===== src/rtl/phase_seq_mult_ctrl.sv =====
// Command-driven operand sequencer for a fixed-latency pipelined multiplier, with credit-gated issue into a FWFT FIFO / AXI-Stream output.
// Optional build macro: PHASE_SEQ_ROUND_EN (round-half-up phase scaling instead of truncation).
module phase_seq_mult_ctrl #(
    parameter int unsigned LAT        = 6,
    parameter int unsigned FIFO_DEPTH = 8,
    parameter int unsigned OUT_SHIFT  = 16
) (
    input  logic        clk,
    input  logic        rst,
    input  logic        s_tvalid,
    output logic        s_tready,
    input  logic [63:0] s_tdata,
    output logic [31:0] mult_a,
    output logic [31:0] mult_b,
    input  logic [63:0] mult_p,
    output logic        m_tvalid,
    input  logic        m_tready,
    output logic [31:0] m_tdata,
    output logic        m_tlast,
    output logic        busy
);

    localparam int unsigned AW = (FIFO_DEPTH > 1) ? $clog2(FIFO_DEPTH) : 1;
    localparam int unsigned CW = $clog2(LAT + FIFO_DEPTH + 1);

    typedef enum logic [1:0] {IDLE, ISSUE, DRAIN} state_t;

    state_t state, state_next;

    logic [31:0]           freq;
    logic [31:0]           count_m1;
    logic [31:0]           n;
    logic [LAT-1:0]        pipe_v;
    logic [LAT-1:0]        pipe_l;
    logic [CW-1:0]         inflight;
    logic [CW-1:0]         fifo_cnt;
    logic [31:0]           mem_data [FIFO_DEPTH];
    logic [FIFO_DEPTH-1:0] mem_last;
    logic [AW-1:0]         wr_ptr;
    logic [AW-1:0]         rd_ptr;
    logic                  cmd_acc;
    logic                  issue;
    logic                  credit;
    logic                  push;
    logic                  pop;
    logic [31:0]           phase;

    assign s_tready = (state == IDLE) && !rst;
    assign cmd_acc  = s_tvalid && s_tready;
    // Outstanding words (in flight plus buffered) never exceed the FIFO depth.
    assign credit   = (inflight + fifo_cnt) < CW'(FIFO_DEPTH);
    assign push     = pipe_v[LAT-1];
    assign pop      = m_tvalid && m_tready;
    assign m_tvalid = (fifo_cnt != '0);
    assign m_tdata  = mem_data[rd_ptr];
    assign m_tlast  = mem_last[rd_ptr];
    assign busy     = (state != IDLE) || (fifo_cnt != '0);

    // Scale the returned product down to a 32-bit phase word.
    always_comb begin
        phase = 32'(mult_p >> OUT_SHIFT);
`ifdef PHASE_SEQ_ROUND_EN
        phase = phase + 32'(mult_p[OUT_SHIFT-1]);
`endif
    end

    always_comb begin
        state_next = state;
        issue      = 1'b0;
        case (state)
            IDLE: begin
                if (cmd_acc && (s_tdata[63:32] != 32'd0)) state_next = ISSUE;
            end
            ISSUE: begin
                if (credit) begin
                    issue = 1'b1;
                    if (n == count_m1) state_next = DRAIN;
                end
            end
            DRAIN: begin
                if (inflight == '0) state_next = IDLE;
            end
            default: state_next = IDLE;
        endcase
    end

    always_ff @(posedge clk) begin
        if (rst) state <= IDLE;
        else     state <= state_next;
    end

    // Operand issue, token pipe matched to multiplier latency, and output FIFO.
    always_ff @(posedge clk) begin
        if (rst) begin
            freq     <= '0;
            count_m1 <= '0;
            n        <= '0;
            mult_a   <= '0;
            mult_b   <= '0;
            pipe_v   <= '0;
            pipe_l   <= '0;
            inflight <= '0;
            fifo_cnt <= '0;
            wr_ptr   <= '0;
            rd_ptr   <= '0;
            mem_last <= '0;
            for (int i = 0; i < FIFO_DEPTH; i++) mem_data[i] <= '0;
        end else begin
            if (cmd_acc) begin
                freq     <= s_tdata[31:0];
                count_m1 <= s_tdata[63:32] - 32'd1;
                n        <= '0;
            end
            if (issue) begin
                mult_a <= freq;
                mult_b <= n;
                n      <= n + 32'd1;
            end
            pipe_v[0] <= issue;
            pipe_l[0] <= issue && (n == count_m1);
            for (int i = 1; i < LAT; i++) begin
                pipe_v[i] <= pipe_v[i-1];
                pipe_l[i] <= pipe_l[i-1];
            end
            inflight <= inflight + CW'(issue) - CW'(push);
            if (push) begin
                mem_data[wr_ptr] <= phase;
                mem_last[wr_ptr] <= pipe_l[LAT-1];
                wr_ptr           <= wr_ptr + AW'(1);
            end
            if (pop) rd_ptr <= rd_ptr + AW'(1);
            fifo_cnt <= fifo_cnt + CW'(push) - CW'(pop);
        end
    end

endmodule

===== config.mk =====
export PLATFORM = sky130hd
export DESIGN_NAME = phase_seq_mult_ctrl
export DESIGN_NICKNAME = d
export VERILOG_FILES = /design/src/rtl/phase_seq_mult_ctrl.sv
export SDC_FILE = /design/constraint.sdc
export NUM_CORES = 1
export LEC_CHECK = 0
export CORE_ASPECT_RATIO = 1.4
export CORE_MARGIN = 2
export CORE_UTILIZATION = 56
export DETAILED_ROUTE_END_ITERATION = 12
export PLACE_DENSITY = 0.8
export SYNTH_ARGS = -nofsm -noshare
export SYNTH_HDL_FRONTEND = slang
export SYNTH_SLANG_ARGS = --single-unit

===== constraint.sdc =====
create_clock -name clk -period 4.6 [get_ports clk]
set_input_delay 0.92 -clock clk [delete_from_list [all_inputs] [get_ports clk]]
set_output_delay 0.92 -clock clk [all_outputs]
set_load 0.05 [all_outputs]

# Yosys cells after proc, flatten, opt, wreduce, memory -nomap -nowiden
# Memory sizes are Yosys's and may differ from the RTL's. A register that Yosys moved wholly into a read port is not among the register bits.
# Index checks and enable logic that the tools add are counted.
# classes
n_addsub	9
magnitude_cmp	4
n_eq_ne	7
muxes	24
reduce_logical	16
# ops
operator	n
$mux W32	3
$add A32 B1 Y32 const B	1
$eq A32 B32 Y1	1
$reduce_bool A32 Y1	1
$reduce_or A32 Y1	1
$sub A32 B1 Y32 const B	1
$mux W1	10
$mux W3	3
$add A4 B1 Y4	2
$bwmux W8	1
$lt A3 B4 Y1 const B	2
$mux W2	4
$sub A4 B1 Y4	2
$add A3 B1 Y3 const B	2
$logic_and A1 B1 Y1	6
$ne A2 B2 Y1 const B	3
$pmux W2 S3	1
$add A4 B4 Y4	1
$logic_not A4 Y1	1
$lt A4 B4 Y1 const B	1
$reduce_and A4 Y1	1
$reduce_bool A2 Y1	2
$reduce_bool A4 Y1	1
$bmux W1 S3	1
other kinds (8)	8
# totals
reg_bits	196
ramBits	256
output_inout_bits	100
elab_cells	74
memories	1
# mem_list
memory	depth	word_bits	rd	rd_ports_with_merged_regs	write_ports	line_no	rtl
mem_data	8	32	1	1	8	37	logic [31:0] mem_data [FIFO_DEPTH];

# Logic depth before layout (Yosys ltp)
# Gate-level depths: netlist of the first run.
# logic_depth
word_depth	6
ltp_mapped	14
depth_no_buf	12

# Worst setup path before layout of the first run
# Ideal clock, no wire load.
# synth_path
kind	register to register
start	register pipe_v[5]
end	memory mem_data[1][0] (enable)
arrival_time_ps	3178
slack_ps	950
stages_incl_launch_ff	4
path_buffers	1
period_less_slack_ps	3650
path_cell_list	dfxtp_1 -> clkbuf_1 -> nand2_1 -> o31ai_1
# synth_rtl
element	line_no	rtl
start: declaration	33	logic [LAT-1:0] pipe_v;
start signal: indexed assignment	122	pipe_v[i] <= pipe_v[i-1];
end: declaration	37	

==> results.txt, run 1 <==
----------------------------------------------------
[Clock network]
  Total clock sinks ... 455
  Clock transition time at the flip-flop clock pins of the worst setup and hold paths ... 60 ps
  Post-CTS Resized ... 0
  Buffers inserted by post-CTS timing repair ... 0
  H-Tree Depth ... 2
  CTS tree ... done
  Longest Clk Path Bufs ... 3
  Hold buffer count at cts ... 0
  Number of buffers created by CTS ... 42
  CTS root buf ... sky130_fd_sc_hd__clkbuf_16
  Clock latency on the worst-skew pair ... 560 ps

[Detailed routing]
  Post-route antenna net violation count ... 0
  Via density ... 5.77
  DR iter-0 viols ... 1,064
  Via total after detailed routing ... 13,591
  Post-detailed-route wirelength per cell ... 19.9 um
  TritonRoute pass-1 iters ... 5
  Total routed wirelength ... 46,900 um
  DRC Markers ... 0

[Critical path]
  Cells on worst reg2reg path ... 7
  Reg-to-reg critical path startpoint ... inflight[2]
  Required time of the critical path ... 3680 ps
  Critical-path maximum fanout ... 21
  Arrival time of the worst setup path ... 3100 ps
  Kind of capture point of the worst setup path ... output port
  Slack of the worst reg-to-reg path ... 1650 ps
  Kind of start point of the critical path ... flip-flop
  Category of the most critical setup path ... reg -> out
  R2R Path End ... n[2]

[Logic synthesis]
  Cells after synthesis ... 1,704
  Average instance area after synthesis ... 11.7 um^2
  Xor and xnor area share after synthesis ... 3.25%
  Complex-gate fraction of the synthesized area ... 4.85%
  Share of synthesized area occupied by flip-flops and latches ... 58.5%
  Post-synth ARST share ... 0%
  Post-synth EDFFs ... 256
  Area of the mapped netlist ... 19,900 um^2
  Multiplexer area fraction after synthesis ... 9.80%
  Simple-gate area share of the yosys netlist ... 19.5%
  Post-synth net total ... 1,855
  Post-synthesis adder-cell area fraction ... 1.27%
  Synth cell types ... 51
  Main combinational cell family by area after synthesis ... simple AND/OR/NAND/NOR gates
  Most instantiated flip-flop cell in the synthesis netlist ... sky130_fd_sc_hd__edfxtp_1
  Yosys warning total ... 0
  Flip-flop and latch count after synthesis ... 455

[Finish]
  Area delta synth->final ... 19.2%
  Design area ... 23,800 um^2
  Final-layout fill cell count ... 2,603
  Fraction of final layout cells sized beyond drive strength 1 ... 12.5%
  Number of standard cells in the layout, taps in and fillers out ... 2,355
  Antenna fix cells ... 0
  Final Net Count ... 2,017

[Placed design]
  PortBufs ... 199
  # placed instances ... 2,278
  Total half-perimeter wirelength after legalization and detailed placement ... 29,600 um
  Routability-driven placement congestion ratio ... 0.839
  Dpl cell area ... 22,400 um^2

[Outcome]
  Run status ... finished, final reports clean

[STA]
  Relative slew margins ... 23.0%
  Final critical path time including I/O delays and setup ... 4020 ps
  Count of endpoints failing hold in the final timing report ... 0
  Ratio of final minimum period to clock period ... 87.4%
  Setup repair after global routing missed its margin ... no
  Max-slew violation count ... 0
  Setup total negative slack ... 0 ps
  Worst-case hold slack ... 431 ps
  Setup Viol. Count Final ... 0
  Max Freq ... 0.249 GHz
  Worst-Margin Slew ... 1150 ps
  Post-Route Skew ... 17.3 ps

[Pwr]
  PD cells ... 460 nW/um^2
  Worst supply voltage drop on vdd ... 294 uV
  Lkg Pwr ... 0.00846 uW

[Global routing]
  Via count of the first global-routing pass ... 13,971
  Aggregate global-route resource usage ... 25.5%
  Met3 routing resource usage after global routing ... 4.83%
  First-pass GRT wire length ... 73,800 um
  Total grt overflow ... 0
  Initial antenna violation count ... 1
  Maximum number of pins on one net before global-route repair ... 84
  Met1 routing resource usage after global routing ... 29.3%
  Busiest grt layer ... met2
  Fraction of met2 tracks used by global routing ... 47.4%

[Floorplanning]
  Standard cell core area ... 35,100 um^2
  Effective utilization at floorplan ... 56.9%
  I/O pin total ... 232
  Height of the die ... 227 um
  # rows ... 81
  Horizontal die dimension ... 163 um
  Die Area ... 37,200 um^2

[Worst hold path]
  Worst hold endpoint ... pipe_l[5]
  Cell depth of the worst hold path ... 1
  Min-delay worst type ... reg -> reg
  Startpoint of the worst hold path ... pipe_l[4]

[Job]
  Max-capacitance violation count ... 0

----------------------------------------------------
[worst max-delay path, stage by stage (launching register included)]
cell                              delay (ps)
sky130_fd_sc_hd__dfxtp_4                 630
sky130_fd_sc_hd__buf_4                   340
sky130_fd_sc_hd__mux4_2                  540
sky130_fd_sc_hd__mux2_2                  300
sky130_fd_sc_hd__clkdlybuf4s50_1         710
[cell families (layout without fill, tap and decap cells)]
family,after synthesis,count (layout)
and+or+nand+nor,737,737
DFF,455,455
AOI/OAI and AO/OA,170,170
buffers and inverters,141,336
muxes,108,108
xor gates and xnor gates,74,74
adders and majority gates,19,19
[per-layer routing]
| layer | routed length, um | share of wire, % |
|---|---|---|
| met5 | 13 | 0.028 |
| met2 | 25100 | 54 |
| met1 | 17200 | 37 |
| met4 | 1280 | 2.7 |
| met3 | 3300 | 7.0 |
[how the worst max path moves through the flow]
stage	endpoint	slack, ps
after floorplan	mem_data[1][0]	950
after CTS	m_tdata[29]	520
after global routing	m_tdata[29]	450
after global placement	m_tdata[29]	1120
after detailed placement	m_tdata[29]	1090
final	m_tdata[29]	580
[flip-flops by register name, indices dropped and copies added (netlist names), 4 cells and up, named ones only]
register / count
pipe_v: 6
inflight: 4
mem_last: 8
count_m1: 32
n: 32
mult_a: 32
freq: 32
pipe_l: 6
mult_b: 32
fifo_cnt: 4
mem_data: 256
[stage by stage]
stage / power (uW) / util (%) / setup slack, ps
finish: 10900 / 67.8 / 581
global route: 11400 / 67.8 / 450
CTS: 11000 / 67.8 / 518
detailed placement: 7640 / 64.0 / 1090
global placement: 7580 / 64.0 / 1120
floorplan: 6790 / - / 950
[cell usage after synthesis (5+ instances only)]
cell type / n / area (um^2)
sky130_fd_sc_hd__and2_1: 259 / 1620
sky130_fd_sc_hd__edfxtp_1: 256 / 7690
sky130_fd_sc_hd__nand2_1: 235 / 882
sky130_fd_sc_hd__dfxtp_1: 199 / 3980
sky130_fd_sc_hd__clkbuf_1: 89 / 334
sky130_fd_sc_hd__a21oi_1: 84 / 420
sky130_fd_sc_hd__nand3_1: 82 / 410
sky130_fd_sc_hd__mux4_2: 66 / 1490
sky130_fd_sc_hd__xnor2_1: 61 / 534
sky130_fd_sc_hd__nor2_1: 48 / 180
sky130_fd_sc_hd__mux2_2: 37 / 417
sky130_fd_sc_hd__o21ai_0: 35 / 175
sky130_fd_sc_hd__inv_1: 28 / 105
sky130_fd_sc_hd__ha_1: 17 / 213
sky130_fd_sc_hd__nor3_1: 16 / 80.1
sky130_fd_sc_hd__nor2b_1: 15 / 93.8
sky130_fd_sc_hd__nand4_1: 14 / 87.6
sky130_fd_sc_hd__and3_1: 13 / 81.3
sky130_fd_sc_hd__xor2_1: 13 / 114
sky130_fd_sc_hd__o211ai_1: 12 / 90.1
sky130_fd_sc_hd__buf_2: 11 / 55.1
sky130_fd_sc_hd__nor4_1: 11 / 68.8
sky130_fd_sc_hd__buf_1: 10 / 37.5
sky130_fd_sc_hd__o21ai_1: 9 / 45.0
sky130_fd_sc_hd__or3_1: 9 / 56.3
sky130_fd_sc_hd__or4_1: 9 / 67.6
sky130_fd_sc_hd__a211oi_1: 6 / 45.0
sky130_fd_sc_hd__or2_2: 6 / 37.5
sky130_fd_sc_hd__a31oi_1: 5 / 31.3
sky130_fd_sc_hd__mux2i_1: 5 / 50.1
sky130_fd_sc_hd__o31ai_1: 5 / 37.5
[cell usage in the layout, fill, tap and decap left out, drive strengths merged, types with 31 or more instances in the layout]
cell type / Yosys / routed
a21oi: 84 / 84
and2: 259 / 259
buf: 23 / 32
clkbuf: 89 / 59
clkdlybuf4s50: 0 / 198
dfxtp: 199 / 199
edfxtp: 256 / 256
inv: 29 / 31
mux2: 37 / 37
mux4: 66 / 66
nand2: 235 / 235
nand3: 82 / 82
nor2: 48 / 48
o21ai: 44 / 44
xnor2: 61 / 61
[power by group]
group | internal (uW) | total, uW | switching, uW | leakage, uW
clock network | 1890 | 3380 | 1490 | 0.000659
logic | 1130 | 2800 | 1670 | 0.00354
registers | 4540 | 4740 | 192 | 0.00426
total | 7570 | 10900 | 3350 | 0.00846
[final cells by class]
type,instances,area [um^2],area share (%)
clock buffers,59,1210,5.08
clock inverters,18,125,0.526
inverters,29,109,0.458
multi-input cells,1108,7830,33.0
flip-flops and latches,455,11700,49.1
well taps,456,571,2.40
repair buffers,230,2250,9.46
No activity file was read; power rests on OpenSTA's default activity.
==> inputs of run 2 (changes only) <==
--- a/config.mk
+++ b/config.mk
@@ -6,10 +6,10 @@
 export NUM_CORES = 1
 export LEC_CHECK = 0
 export CORE_ASPECT_RATIO = 1.4
-export CORE_MARGIN = 2
-export CORE_UTILIZATION = 56
+export CORE_MARGIN = 5
+export CORE_UTILIZATION = 61
 export DETAILED_ROUTE_END_ITERATION = 12
-export PLACE_DENSITY = 0.8
+export PLACE_DENSITY = 0.86
 export SYNTH_ARGS = -nofsm -noshare
 export SYNTH_HDL_FRONTEND = slang
 export SYNTH_SLANG_ARGS = --single-unit
==> constraint.sdc (replaced) <==
create_clock -name clk -period 5.2 [get_ports clk]
set_input_delay 1.04 -clock clk [delete_from_list [all_inputs] [get_ports clk]]
set_output_delay 1.04 -clock clk [all_outputs]
set_load 0.05 [all_outputs]
==> results.txt, run 2 (synthesized netlist as in run 1, its figures left out) <==
----------------------------------------------------
[Finish]
  Most flops, register ... mem_data
  Most common cell after layout, fill and taps aside ... sky130_fd_sc_hd__and2_1
  Area delta synth->final ... 18.9%
  Final Net Count ... 2,014
  Max reg flops ... 256
  Number of standard cells in the layout, taps in and fillers out ... 2,335
  Fraction of final layout cells sized beyond drive strength 1 ... 12.1%
  Most frequent cells in the layout ... 259 x sky130_fd_sc_hd__and2_1, 256 x sky130_fd_sc_hd__edfxtp_1, 234 x sky130_fd_sc_hd__nand2_1

[STA]
  Max-slew violation count ... 0
  Setup Viol. Count Final ... 0
  Setup total negative slack ... 0 ps
  Worst-case hold slack ... 426 ps
  Worst-Margin Slew ... 1310 ps
  Relative slew margins ... 11.8%
  Max Freq ... 0.232 GHz
  Post-Route Skew ... 25.5 ps
  Ratio of final minimum period to clock period ... 83.0%
  Count of endpoints failing hold in the final timing report ... 0
  Setup repair after global routing missed its margin ... no
  Final critical path time including I/O delays and setup ... 4320 ps

[Clock network]
  Longest Clk Path Bufs ... 3
  Clock latency on the worst-skew pair ... 560 ps
  Clock transition time at the flip-flop clock pins of the worst setup and hold paths ... 60 ps
  CTS tree ... done
  CTS root buf ... sky130_fd_sc_hd__clkbuf_16
  Hold buffer count at cts ... 0
  Total clock sinks ... 455
  Number of buffers created by CTS ... 42
  H-Tree Depth ... 2
  Post-CTS Resized ... 0
  Buffers inserted by post-CTS timing repair ... 0

[Pwr]
  Fraction of power consumed by sequential logic ... 43.9%
  PD cells ... 407 nW/um^2
  Share of power burned in combinational logic ... 25.1%
  Lkg Pwr ... 0.00843 uW
  Portion of total power attributed to the clock network ... 31.0%
  Worst supply voltage drop on vdd ... 272 uV
  Cell internal power dissipation ... 6700 uW
  Total power ... 9660 uW
  Switching portion of total power ... 30.7%
  Reported net switching power ... 2960 uW

[Floorplanning]
  I/O pin total ... 232
  Standard cell core area ... 32,400 um^2
  Horizontal die dimension ... 163 um
  Effective utilization at floorplan ... 61.5%
  Height of the die ... 224 um
  Die Area ... 36,500 um^2
  # rows ... 78

[Detailed routing]
  DR iter-0 viols ... 1,303
  Total routed wirelength ... 47,700 um
  TritonRoute pass-1 iters ... 7
  Post-detailed-route wirelength per cell ... 20.4 um
  Post-route antenna net violation count ... 0
  Via total after detailed routing ... 13,549
  DRC Markers ... 0
  Via density ... 5.80

[Critical path]
  Kind of capture point of the worst setup path ... output port
  Cell with the biggest individual delay on the critical path ... sky130_fd_sc_hd__dfxtp_4
  Arrival time of the worst setup path ... 3280 ps
  Critical-path maximum fanout ... 35
  Reg-to-reg critical path startpoint ... inflight[1]
  Largest stage delay on the critical path ... 770 ps
  Required time of the critical path ... 4160 ps
  Slack of the worst reg-to-reg path ... 1910 ps
  Kind of start point of the critical path ... flip-flop
  CP Cell Sequence ... buf_12 -> mux4_2 -> mux2_2 -> clkdlybuf4s50_1
  Category of the most critical setup path ... reg -> out

[Global routing]
  Aggregate global-route resource usage ... 26.1%
  Met3 routing resource usage after global routing ... 5.23%
  First-pass GRT wire length ... 75,400 um
  Via count of the first global-routing pass ... 14,094
  Maximum number of pins on one net before global-route repair ... 84
  Fraction of met2 tracks used by global routing ... 47.9%
  Met1 routing resource usage after global routing ... 30.6%
  Total grt overflow ... 0
  Initial antenna violation count ... 3
  Busiest grt layer ... met2

[Placed design]
  PortBufs ... 199
  Routability-driven placement congestion ratio ... 0.846
  Total half-perimeter wirelength after legalization and detailed placement ... 29,800 um
  # placed instances ... 2,259

[Outcome]
  Run status ... finished, final reports clean

[Job]
  Max-capacitance violation count ... 0

[Worst hold path]
  Startpoint of the worst hold path ... pipe_l[4]
  Min-delay worst type ... reg -> reg

----------------------------------------------------
## run 2: cell count changes in the layout (fill, tap and decap cells not counted), sizes merged
| cell | before | now |
|---|---|---|
| buf | 32 | 29 |
| bufinv | 1 | 3 |
| clkbuf | 59 | 56 |
| clkinv | 15 | 12 |
| diode | 0 | 3 |
## run 2: metrics by stage
| stage | setup slack (ps) | utilization (%) | cell area, um^2 |
|---|---|---|---|
| after floorplan | 1550 | - | 19900 |
| after global placement | 1420 | 69.1 | 22400 |
| after detailed placement | 1320 | 69.1 | 22400 |
| after CTS | 801 | 73.2 | 23700 |
| after global routing | 709 | 73.2 | 23700 |
| final | 884 | 73.2 | 23700 |
## run 2: path summary, 6_finish.rpt
| kind | endpoint | cells past startpoint |
|---|---|---|
| hold reg to reg | pipe_l[5] | 1 |
| hold / removal | pipe_l[5] | 1 |
| setup reg to reg | inflight[1] | 10 |
| setup / recovery | m_tdata[0] | 4 |
## run 2: per-layer routing
metal | routed length [um] | up-vias
met5 | 0 | -
met1 | 17500 | 6605
met4 | 1270 | 0
met3 | 3310 | 90
li1 | - | 6335
met2 | 25600 | 519
## run 2: area by class of cell
type	instances	area, um^2
diodes	3	7.51
clock buffers	56	1140
clock inverters	17	170
fillers	2152	8690
inverters	29	109
multi-input cells	1108	7830
flip-flops and latches	455	11700
well taps	440	551
repair buffers	227	2220
## run 2: worst max-delay path: cells and delay by family (launching register included)
kind	cells	cell delay (ps)
muxes	2	830
buffers and inverters	2	1080
DFF	1	770
## run 2: power groups by stage
stage               Clock, uW  Combinational [uW]  Sequential, uW
global placement            0                2370            4310
CTS                      3020                2440            4250
floorplan                   0                1720            4280
global route             3180                2580            4280
finish                   3000                2420            4240
detailed placement          0                2420            4320
